[config.mk]
export PLATFORM = sky130hd
export DESIGN_NAME = con_unit_p
export DESIGN_NICKNAME = d
export VERILOG_FILES = /design/src/rtl/con_pkg.sv /design/src/rtl/con_eval.sv /design/src/rtl/con_unit_p.sv
export SDC_FILE = /design/constraint.sdc
export NUM_CORES = 1
export LEC_CHECK = 0
export CAP_MARGIN = 20
export CORE_MARGIN = 2
export CORE_UTILIZATION = 45
export CTS_CLUSTER_DIAMETER = 30
export DETAILED_ROUTE_END_ITERATION = 7
export GPL_ROUTABILITY_DRIVEN = 0
export PLACE_DENSITY = 0.91
export SLEW_MARGIN = 25
export SYNTH_ARGS = -nofsm -noshare
export SYNTH_HDL_FRONTEND = slang
export SYNTH_SLANG_ARGS = --single-unit
[constraint.sdc]
create_clock -name Clock -period 3.2 [get_ports Clock]
set_clock_uncertainty 0.05 [all_clocks]
set_input_delay 0.64 -clock Clock [delete_from_list [all_inputs] [get_ports Clock]]
set_output_delay 0.64 -clock Clock [all_outputs]
set_load 0.005 [all_outputs]
[src/rtl/con_pkg.sv]
// Shared condition-code definitions for the CON flag unit.
package con_pkg;

  localparam int COND_W = 3;

  localparam logic [COND_W-1:0] COND_ZR = 3'b000; // v == 0
  localparam logic [COND_W-1:0] COND_NZ = 3'b001; // v != 0
  localparam logic [COND_W-1:0] COND_PL = 3'b010; // sign bit clear
  localparam logic [COND_W-1:0] COND_MI = 3'b011; // sign bit set
  localparam logic [COND_W-1:0] COND_GT = 3'b100; // v > 0 signed
  localparam logic [COND_W-1:0] COND_LE = 3'b101; // v <= 0 signed
  localparam logic [COND_W-1:0] COND_AL = 3'b110; // always
  localparam logic [COND_W-1:0] COND_NV = 3'b111; // never

endpackage

[src/rtl/con_eval.sv]
// Combinational condition evaluator: (cond, value) -> 1-bit result.
module con_eval
  import con_pkg::*;
#(
  parameter int DATA_W = 32
) (
  input  logic [COND_W-1:0] i_cond,
  input  logic [DATA_W-1:0] i_value,
  output logic              o_res
);

  logic w_zero;
  logic w_neg;

  assign w_zero = ~|i_value;
  assign w_neg  = i_value[DATA_W-1];

  // Decode the condition field against zero/sign of the operand.
  always_comb begin
    o_res = 1'b0;
    case (i_cond)
      COND_ZR: o_res = w_zero;
      COND_NZ: o_res = ~w_zero;
      COND_PL: o_res = ~w_neg;
      COND_MI: o_res = w_neg;
      COND_GT: o_res = ~w_neg & ~w_zero;
      COND_LE: o_res = w_neg | w_zero;
      COND_AL: o_res = 1'b1;
      COND_NV: o_res = 1'b0;
      default: o_res = 1'b0;
    endcase
  end

endmodule

[src/rtl/con_unit_p.sv]
// CON flag unit: optional input stage, registered flag/valid, saturating
// taken/evaluated counters.
module con_unit_p
  import con_pkg::*;
#(
  parameter int DATA_W      = 32,
  parameter int PIPE_STAGES = 0,
  parameter int CNT_W       = 16
) (
  input  logic              Clock,
  input  logic              Clear,
  input  logic [COND_W-1:0] cond_bits,
  input  logic [DATA_W-1:0] Bus_Data,
  input  logic              CONin,
  input  logic              CONclr,
  input  logic              cnt_clr,
  output logic              CON_Out,
  output logic              CON_valid,
  output logic              busy,
  output logic [CNT_W-1:0]  taken_count,
  output logic [CNT_W-1:0]  eval_count
);

  // w_fire marks the edge at which a result is written.
  logic              w_fire;
  logic [COND_W-1:0] w_cond;
  logic [DATA_W-1:0] w_value;
  logic              w_res;

  logic              r_con;
  logic              r_valid;
  logic [CNT_W-1:0]  r_taken;
  logic [CNT_W-1:0]  r_eval;

  if (DATA_W < 2) begin : g_bad_w
    $error("con_unit_p: DATA_W must be >= 2");
  end

  if (PIPE_STAGES == 1) begin : g_pipe
    logic              r_stg_vld;
    logic [COND_W-1:0] r_stg_cond;
    logic [DATA_W-1:0] r_stg_data;

    // Input stage: refills every cycle CONin is high, drains otherwise.
    always_ff @(posedge Clock or negedge Clear) begin
      if (!Clear) begin
        r_stg_vld  <= 1'b0;
        r_stg_cond <= '0;
        r_stg_data <= '0;
      end else begin
        r_stg_vld <= CONin;
        if (CONin) begin
          r_stg_cond <= cond_bits;
          r_stg_data <= Bus_Data;
        end
      end
    end

    assign w_fire  = r_stg_vld;
    assign w_cond  = r_stg_cond;
    assign w_value = r_stg_data;
    assign busy    = r_stg_vld;
  end else if (PIPE_STAGES == 0) begin : g_direct
    assign w_fire  = CONin;
    assign w_cond  = cond_bits;
    assign w_value = Bus_Data;
    assign busy    = 1'b0;
  end else begin : g_bad_p
    $error("con_unit_p: PIPE_STAGES must be 0 or 1");
    assign w_fire  = 1'b0;
    assign w_cond  = '0;
    assign w_value = '0;
    assign busy    = 1'b0;
  end

  con_eval #(.DATA_W(DATA_W)) u_eval (
    .i_cond  (w_cond),
    .i_value (w_value),
    .o_res   (w_res)
  );

  // Flag/valid: a result write beats a same-cycle consume.
  always_ff @(posedge Clock or negedge Clear) begin
    if (!Clear) begin
      r_con   <= 1'b0;
      r_valid <= 1'b0;
    end else if (w_fire) begin
      r_con   <= w_res;
      r_valid <= 1'b1;
    end else if (CONclr) begin
      r_con   <= 1'b0;
      r_valid <= 1'b0;
    end
  end

  // Saturating counters; clear takes priority over an increment.
  always_ff @(posedge Clock or negedge Clear) begin
    if (!Clear) begin
      r_taken <= '0;
      r_eval  <= '0;
    end else if (cnt_clr) begin
      r_taken <= '0;
      r_eval  <= '0;
    end else if (w_fire) begin
      if (r_eval != '1) r_eval <= r_eval + CNT_W'(1);
      if (w_res && (r_taken != '1)) r_taken <= r_taken + CNT_W'(1);
    end
  end

  assign CON_Out     = r_con;
  assign CON_valid   = r_valid;
  assign taken_count = r_taken;
  assign eval_count  = r_eval;

endmodule

==> out/metrics.csv <==
metric,value,unit
Post-route DRC,0,
cell area after synthesis,2090,sq um
Routed WL,5500,um
CP Launch Type,input port,
Worst-Margin Slew,762,ps
Fin Hold WS,439,ps
CTS sink cnt,34,
Worst R2R Path Depth,7,
CP top delay family,simple AND/OR/NAND/NOR gates,
maximum vdd drop,0.253,mV
wire length per cell,15.3,um
DR pass1 iterations,4,
initial core utilization,0.474,
"CTS clk-pin slew, worst paths",70,ps
total power,941,uW
setup repair after global routing missed its margin,false,
min Tclk post-route,2830,ps
ANT nets after route,0,
max_cap viols,0,
"EDFF count, synth",0,
hold depth,1,
Mapped Nets,271,
P_leak,1.18,nW
Ant. Diodes,0,
buffer levels on the longest clock path,2,
final core area utilization,0.680,
worst hold path type,flop to flop,
"Slew Viols, Final",0,
Final Cell Area,3000,sq um
Tcrit/Tclk final,0.885,
initial antenna violation count,0,
setup bufs post-CTS,0,
CTS tree,yes,
CP Capture Type,flop,
worst path bufs/invs,2,
IO Pins,75,
fill count,368,
Synth Flop Type,dfrtp_1,
Critical Path RT,3310,ps
ordered list of cells on the worst path,"clkdlybuf4s50_1, or4b_1, a211oi_1, nor3_1, buf_4, nor4b_1, mux2_2",
first-pass GRT wire length,8880,um
gr usage total,0.213,
fraction of the yosys area taken by sequential cells,0.407,
Max transition margin,0.484,
grt ovf,0,
H-tree Lvls,2,
Nets,349,
Final Hold Fails,0,
DP Wirelength,4050,um
Hold Buf Count CTS,0,
clk root buf,clkbuf_8,
CP arrival,2940,ps
pin count of the biggest net entering global routing,45,
status,finished clean,
Yosys cell types,50,
synthesized flop and latch total,34,
YS warnings,0,
vias in the first global route,2066,
post-cts sizing count,0,
full die area,5210,sq um
most frequent cells in the layout,"73 x clkdlybuf4s50_1, 34 x dfrtp_1, 34 x nor2_1",
post-synthesis cell count,229,
"commonest non-fill, non-tap cell in the layout",clkdlybuf4s50_1,
area grow syn2layout,43.5,%
Max Clk Rate,0.353,GHz
core footprint,4410,sq um
layout cell share with drive strength beyond 1,0.127,
Buffers on Ports,73,
total negative slack,0,ps
power per cell area,313,nW/um^2
die width,72.2,um
via count,2052,
max incr delay on CP,490,ps
Final Setup Violations,0,
Rows,24,
Die Span Y,72.2,um
worst-path maximum fanout,12,
CP max-delay cell,or4b_1,
Placed Area,2890,sq um
clock latency on the worst-skew pair,280,ps
CTS Buf Count,5,
ys async rst share,1.00,
Crit Path Class,input port to flop,
synthesized area per cell,9.14,sq um
stages on the worst setup path,7,
Vias per Instance,5.70,
Iter 0 DRT Violations,73,
-- layer usage --
metal	global-route usage	wire length, um	vias up
met1	0.231	2130	1009
met5	0	0	-
met4	0.0608	41	0
met3	0.0556	420	4
li1	-	-	977
met2	0.405	2910	62
-- per-stage QoR --
step | instances | worst slack (ps)
after global placement | 352 | 188
after floorplan | 229 | 830
final | 360 | 368
after CTS | 360 | 386
after global routing | 360 | 250
after detailed placement | 352 | 144
-- Yosys cell counts, drive strengths merged, types with 2 or more instances --
cell	n	area share
nand3	12	0.031
a21oi	7	0.017
and3	4	0.017
a211oi	2	0.0072
nand2	17	0.031
nand4	7	0.021
buf	5	0.016
o31ai	2	0.0072
inv	7	0.013
nor3b	2	0.0096
xnor2	9	0.038
nor3	7	0.017
nor2	34	0.061
or3	5	0.015
and2	4	0.013
nor2b	13	0.039
and4	4	0.017
nor4b	3	0.013
clkbuf	4	0.0072
o311ai	2	0.012
ha	2	0.012
dfrtp	34	0.41
o21ai	5	0.012
mux2	12	0.068
nor4	11	0.045
nand4b	3	0.013
or2	2	0.0060
-- power by group --
part | internal, mW | switching [mW] | total (mW)
registers | 0.437 | 0.00776 | 0.444
clock network | 0.217 | 0.149 | 0.366
logic | 0.0741 | 0.0566 | 0.131
-- registers in the layout (all words and copies together), names as in the netlist --
| name | flops |
|---|---|
| eval_count | 16 |
| CON_Out | 1 |
| taken_count | 16 |
| CON_valid | 1 |
-- cells by family after synthesis --
| group | after synthesis | synth area share |
|---|---|---|
| simple gates | 129 | 0.351 |
| fa+ha+maj | 2 | 0.0120 |
| xor+xnor | 10 | 0.0419 |
| flops | 34 | 0.407 |
| other cells | 1 | 0.00179 |
| compound gates | 24 | 0.0784 |
| buf+inv | 16 | 0.0353 |
| mux | 13 | 0.0730 |
-- worst paths after layout --
| kind | to | slack (ps) | startpoint |
|---|---|---|---|
| setup / recovery | taken_count[11] | 370 | cond_bits[0] |
| hold / removal | CON_valid | 440 | CON_valid |
| min in group asynchronous | eval_count[15] | 720 | Clear |
| max in group asynchronous | taken_count[14] | 2060 | Clear |
| setup reg to reg | taken_count[9] | 780 | taken_count[0] |
| hold reg to reg | CON_valid | 440 | CON_valid |
-- final cells by class --
cell class	count	area, sq um	area share
timing repair buffer	80	783	0.261
sequential	34	851	0.283
clock buffer	8	110	0.0367
inverter	7	26.3	0.00875
tap	52	65.1	0.0217
multi-input combinational	179	1170	0.389
No activity file was read; power rests on OpenSTA's default activity.
==> RTL change 1 (same flow settings) <==
Put one more register stage on the output `CON_valid`, without a reset. The value now appears one clock later. The other outputs are not delayed to match.
--- a/src/rtl/con_unit_p.sv
+++ b/src/rtl/con_unit_p.sv
@@ -108,7 +108,9 @@
   end
 
   assign CON_Out     = r_con;
-  assign CON_valid   = r_valid;
+  always_ff @(posedge Clock) begin
+    CON_valid <= r_valid;
+  end
   assign taken_count = r_taken;
   assign eval_count  = r_eval;
 
Check against the original RTL: not equivalent (Yosys sat finds a counterexample within 4 cycles, from zero or initial values).
==> RTL change 1 against the original RTL <==
Non-clock buffer count unchanged. Sequential power grew 3%. Power down 0.21%. Synthesized cell count is 0.44% higher. Design area is 0.33% higher. Worst setup slack gained 0.048 ns. Sequential share of layout area up 0.57 points. Routed wire length fell by 2.9%. Sequential cell count is 1 higher. Critical path depth stayed put. Area after synthesis increased by 0.96%. Critical path type unchanged. Largest cell class unchanged. Largest power group unchanged.
==> RTL change 1: results (changes against the original RTL) <==
| Metric | Value |
|---|---|
| Total track usage | 0.2046 (-0.008848) |
| DR pass1 iterations | 4 (unchanged) |
| Worst-Margin Slew | 0.7427 ns (-0.01960 ns) |
| Worst Path Arrival | 2.90 ns (-0.04 ns) |
| Worst VDD drop | 0.2237 mV (-12%) |
| Status | finished clean |
| HP Start | r_valid |
| FFs w/ async S/R, synth | 0.9714 (-0.02857) |
| Synth unique cells | 51 (+2.0%) |
| Hold Path End | CON_valid |
| Hold path depth | 0 (-1) |
| Seq/Total Area, Yosys | 0.4123 (+0.005624) |
| Final HPWL DP | 3.974 mm (-2.0%) |
| Worst-path maximum fanout | 12 (unchanged) |
| Via Count | 1992 (-2.9%) |
| Total number of H-tree levels | 2 (unchanged) |
| Ratio of cells with drive above 1 in the final layout | 0.1230 (-0.003646) |
| Post-CTS Setup Bufs | 0 (unchanged) |
| Area after DPL | 2913 um2 (+0.69%) |
| Detailed-route wire length | 5.339 mm (-2.9%) |
| Reg clk slew, reported paths | 0.07 ns (about the same) |
| Port Buffers | 73 (unchanged) |
| Reg-to-Reg Start | taken_count[0] |
| First-pass GRT wire length | 8.418 mm (-5.2%) |
| Synth Warn # | 0 (unchanged) |
| Nets@finish | 350 (+0.29%) |
| Root Driver | clkbuf_8 |
| Syn nets | 272 (+0.37%) |
| Fillers | 336 (-8.7%) |
| CTS Buffer Depth | 2 (unchanged) |
| R2r setup slk | 0.76 ns (-0.02 ns) |
| Vias in the first global route | 1872 (-9.4%) |
| Largest net degree at the start of global routing | 35 (-22%) |
| Worst r2r dst | taken_count[5] |
| Initial antenna violation count | 0 (unchanged) |
| Detailed Route Iter0 Violations | 86 (+18%) |
| R2R cell count | 7 (unchanged) |
| Post-synth EDFFs | 0 (unchanged) |
| # resized after CTS | 0 (unchanged) |
| Main synth FF type | dfrtp_1 |
| Num CTS Buffers | 5 (unchanged) |
| Cells taking the most area after synthesis | dfrtp_1 (40%), nor2_1 (6.0%), mux2_2 (4.8%), nor2b_1 (3.9%), xnor2_1 (3.7%) |
| P_leak | 1.180 nW (+0.20%) |
## RTL change 1: logic make-up (layout without fill, tap and decap cells)
kind of cell,after synthesis,after routing,synth area share
AND/OR/NAND/NOR,129,129,0.3478
flip-flops,35,35,0.4123
AO/OA/AOI/OAI,24,24,0.07761
buffers and inverters,16,95,0.03495
multiplexers,13,13,0.07228
XOR/XNOR,10,10,0.04147
adder cells (fa/ha/maj),2,2,0.01185
other,1,1,0.001776
## RTL change 1: worst max path at each step
| stage | start | to | slack [ns] | depth (start not counted) |
|---|---|---|---|---|
| 2_1_floorplan | Bus_Data[24] | taken_count[2] | 0.83 | 7 |
| 3_3_place_gp | cond_bits[0] | taken_count[11] | 0.18 | 7 |
| 5_1_grt | cond_bits[0] | taken_count[11] | 0.33 | 7 |
| 3_5_place_dp | Bus_Data[24] | taken_count[11] | 0.11 | 8 |
| 6_report | cond_bits[0] | taken_count[13] | 0.42 | 7 |
| 4_1_cts | Bus_Data[24] | taken_count[13] | 0.41 | 8 |
## RTL change 1: power by group
part / switching, mW / leakage, nW / total (mW) / internal (mW)
logic: 0.0556 / 0.652 / 0.130 / 0.0743
registers: 0.00739 / 0.477 / 0.457 / 0.450
clock network: 0.155 / 0.0515 / 0.352 / 0.196
## RTL change 1: critical path, cell delays in order
cell and delay [ns]:
clkdlybuf4s50_1 0.48, or4b_1 0.50, a211oi_1 0.31, nor3_1 0.09, buf_4 0.19, nor4b_1 0.32
mux2_2 0.38
## RTL change 1: layout make-up
type                       instances  area (um2)  area share
clock buffer                       8       100.1     0.03322
tap                               52       65.06     0.02159
inverter                           7       26.28    0.008721
timing repair buffer              80       783.3      0.2600
multi-input combinational        179        1167      0.3875
sequential                        35       870.8      0.2890
## RTL change 1: stage by stage
step	total power, mW	utilization	worst slack (ns)	cells	hold WS, ns
after CTS	0.9486	0.6779	0.4071	361	0.3254
after global routing	0.9762	0.6779	0.3342	361	0.3402
after floorplan	0.5078	-	0.8299	230	0.2944
after global placement	0.5921	0.6554	0.1843	353	0.3045
after detailed placement	0.5967	0.6554	0.1062	353	0.3085
final	0.9390	0.6779	0.4160	361	0.3223
## RTL change 1: metal layers
metal	routed length, um	global-route usage	vias up
met2	2641	0.3690	73
li1	-	-	976
met4	89	0.08436	0
met1	2157	0.2313	935
met5	0	0	-
met3	452	0.04861	8
==> RTL change 2 (same flow settings) <==
Without the edit above. Set the parameter `PIPE_STAGES` to 1 (it was 0).
--- a/src/rtl/con_unit_p.sv
+++ b/src/rtl/con_unit_p.sv
@@ -4,7 +4,7 @@
   import con_pkg::*;
 #(
   parameter int DATA_W      = 32,
-  parameter int PIPE_STAGES = 0,
+  parameter int PIPE_STAGES = 1,
   parameter int CNT_W       = 16
 ) (
   input  logic              Clock,
Formal check against the unedited RTL: not equivalent (a bounded check fails within 4 cycles, from zero or initial values).
==> RTL change 2 against the original RTL <==
First-iteration DRC count up 40%. Cell count up 29%. Power increased by 100%. Synthesized cell count is 24% higher. Critical path depth is 1 lower. Die area up 52%. Worst setup slack improved by 0.46 ns. Area after synthesis up 56%. Highest routed layer unchanged. Hold slack got worse by 0.12 ns. Sequential cell count grew 36. Design area is 44% higher. Register-to-register slack gained 0.05 ns. Routed wire length grew 20%.
==> RTL change 2: results (changes against the original RTL) <==
| Metric | Value |
|---|---|
| Ratio of cells with drive above 1 in the final layout | 0.1853 (+0.05866) |
| Worst Path Arrival | 2.55 ns (-0.39 ns) |
| Cells taking the most area after synthesis | dfrtp_1 (54%), mux2_2 (15%), nor2_1 (3.6%), nor4_1 (2.9%), xor2_1 (2.7%) |
| Post-Route Hold Slack | 0.3195 ns (-0.1192 ns) |
| Num CTS Buffers | 9 (+4) |
| Syn_area_per_cell | 11.48 um2 (+26%) |
| Nets@finish | 404 (+16%) |
| Net Sw Frac | 0.2341 (+0.007798) |
| Adder-cell share of the synthesized area | 0.007675 (-0.004287) |
| Area fraction in compound gates after synthesis | 0.03684 (-0.04151) |
| Comb. pwr | 207 uW (+58%) |
| Area after DPL | 4119 um2 (+42%) |
| DR WL/cell | 14.22 um (-6.9%) |
| Via Count | 2465 (+20%) |
| Vias in the first global route | 2417 (+17%) |
| Area of the multi-input gates | 1439 um2 (+23%) |
| Pre-CTS WS | 0.8395 ns (+0.6958 ns) |
| Mux cell area share after synthesis | 0.1581 (+0.08513) |
| Critical Path End | taken_count[13] |
| Clock power share | 0.381 (-0.008) |
| Worst VDD drop | 0.2847 mV (+12%) |
| Hold Path Class | in2async |
| P_leak | 1.763 nW (+50%) |
| Total number of H-tree levels | 3 (+1) |
| R2r setup slk | 0.83 ns (+0.05 ns) |
| Slowest library cell on the worst path | dfrtp_1 |
| First-pass GRT wire length | 11.06 mm (+25%) |
| Final HPWL DP | 4.798 mm (+18%) |
| Status | finished clean |
| Detailed-route wire length | 6.626 mm (+20%) |
| Synth Area in XOR/XNOR | 0.04029 (-0.001574) |
| Clk Latency, worst-skew pair | 0.35 ns (+0.07 ns) |
| Port Buffers | 74 (+1.4%) |
| Crit path from | busy |
| Commonest cells in the netlist | dfrtp_1 (70), mux2_2 (44), nor2_1 (31) |
RTL change 2: cell count changes in the layout (fill, tap and decap cells not counted), moves of 5 or more:
cell	change
mux2_2	+35
dfrtp_1	+36
nor4_1	+8
nand2_1	-5
xor2_1	+9
RTL change 2: cell type report:
type | count | area share
multi-input cells | 197 | 0.3330
clock buffers | 13 | 0.03678
well taps | 99 | 0.02867
flip-flops and latches | 70 | 0.4054
inverters | 5 | 0.004344
repair buffers | 79 | 0.1819
clock inverters | 3 | 0.009847
RTL change 2: per-layer routing:
layer,global-route usage,routed length [um],share of wire,up-vias
met5,0,0,0,-
met2,0.2956,3275,0.49,67
met4,0.09227,148,0.022,0
met3,0.04247,318,0.048,13
li1,-,-,-,1179
met1,0.2293,2883,0.44,1206
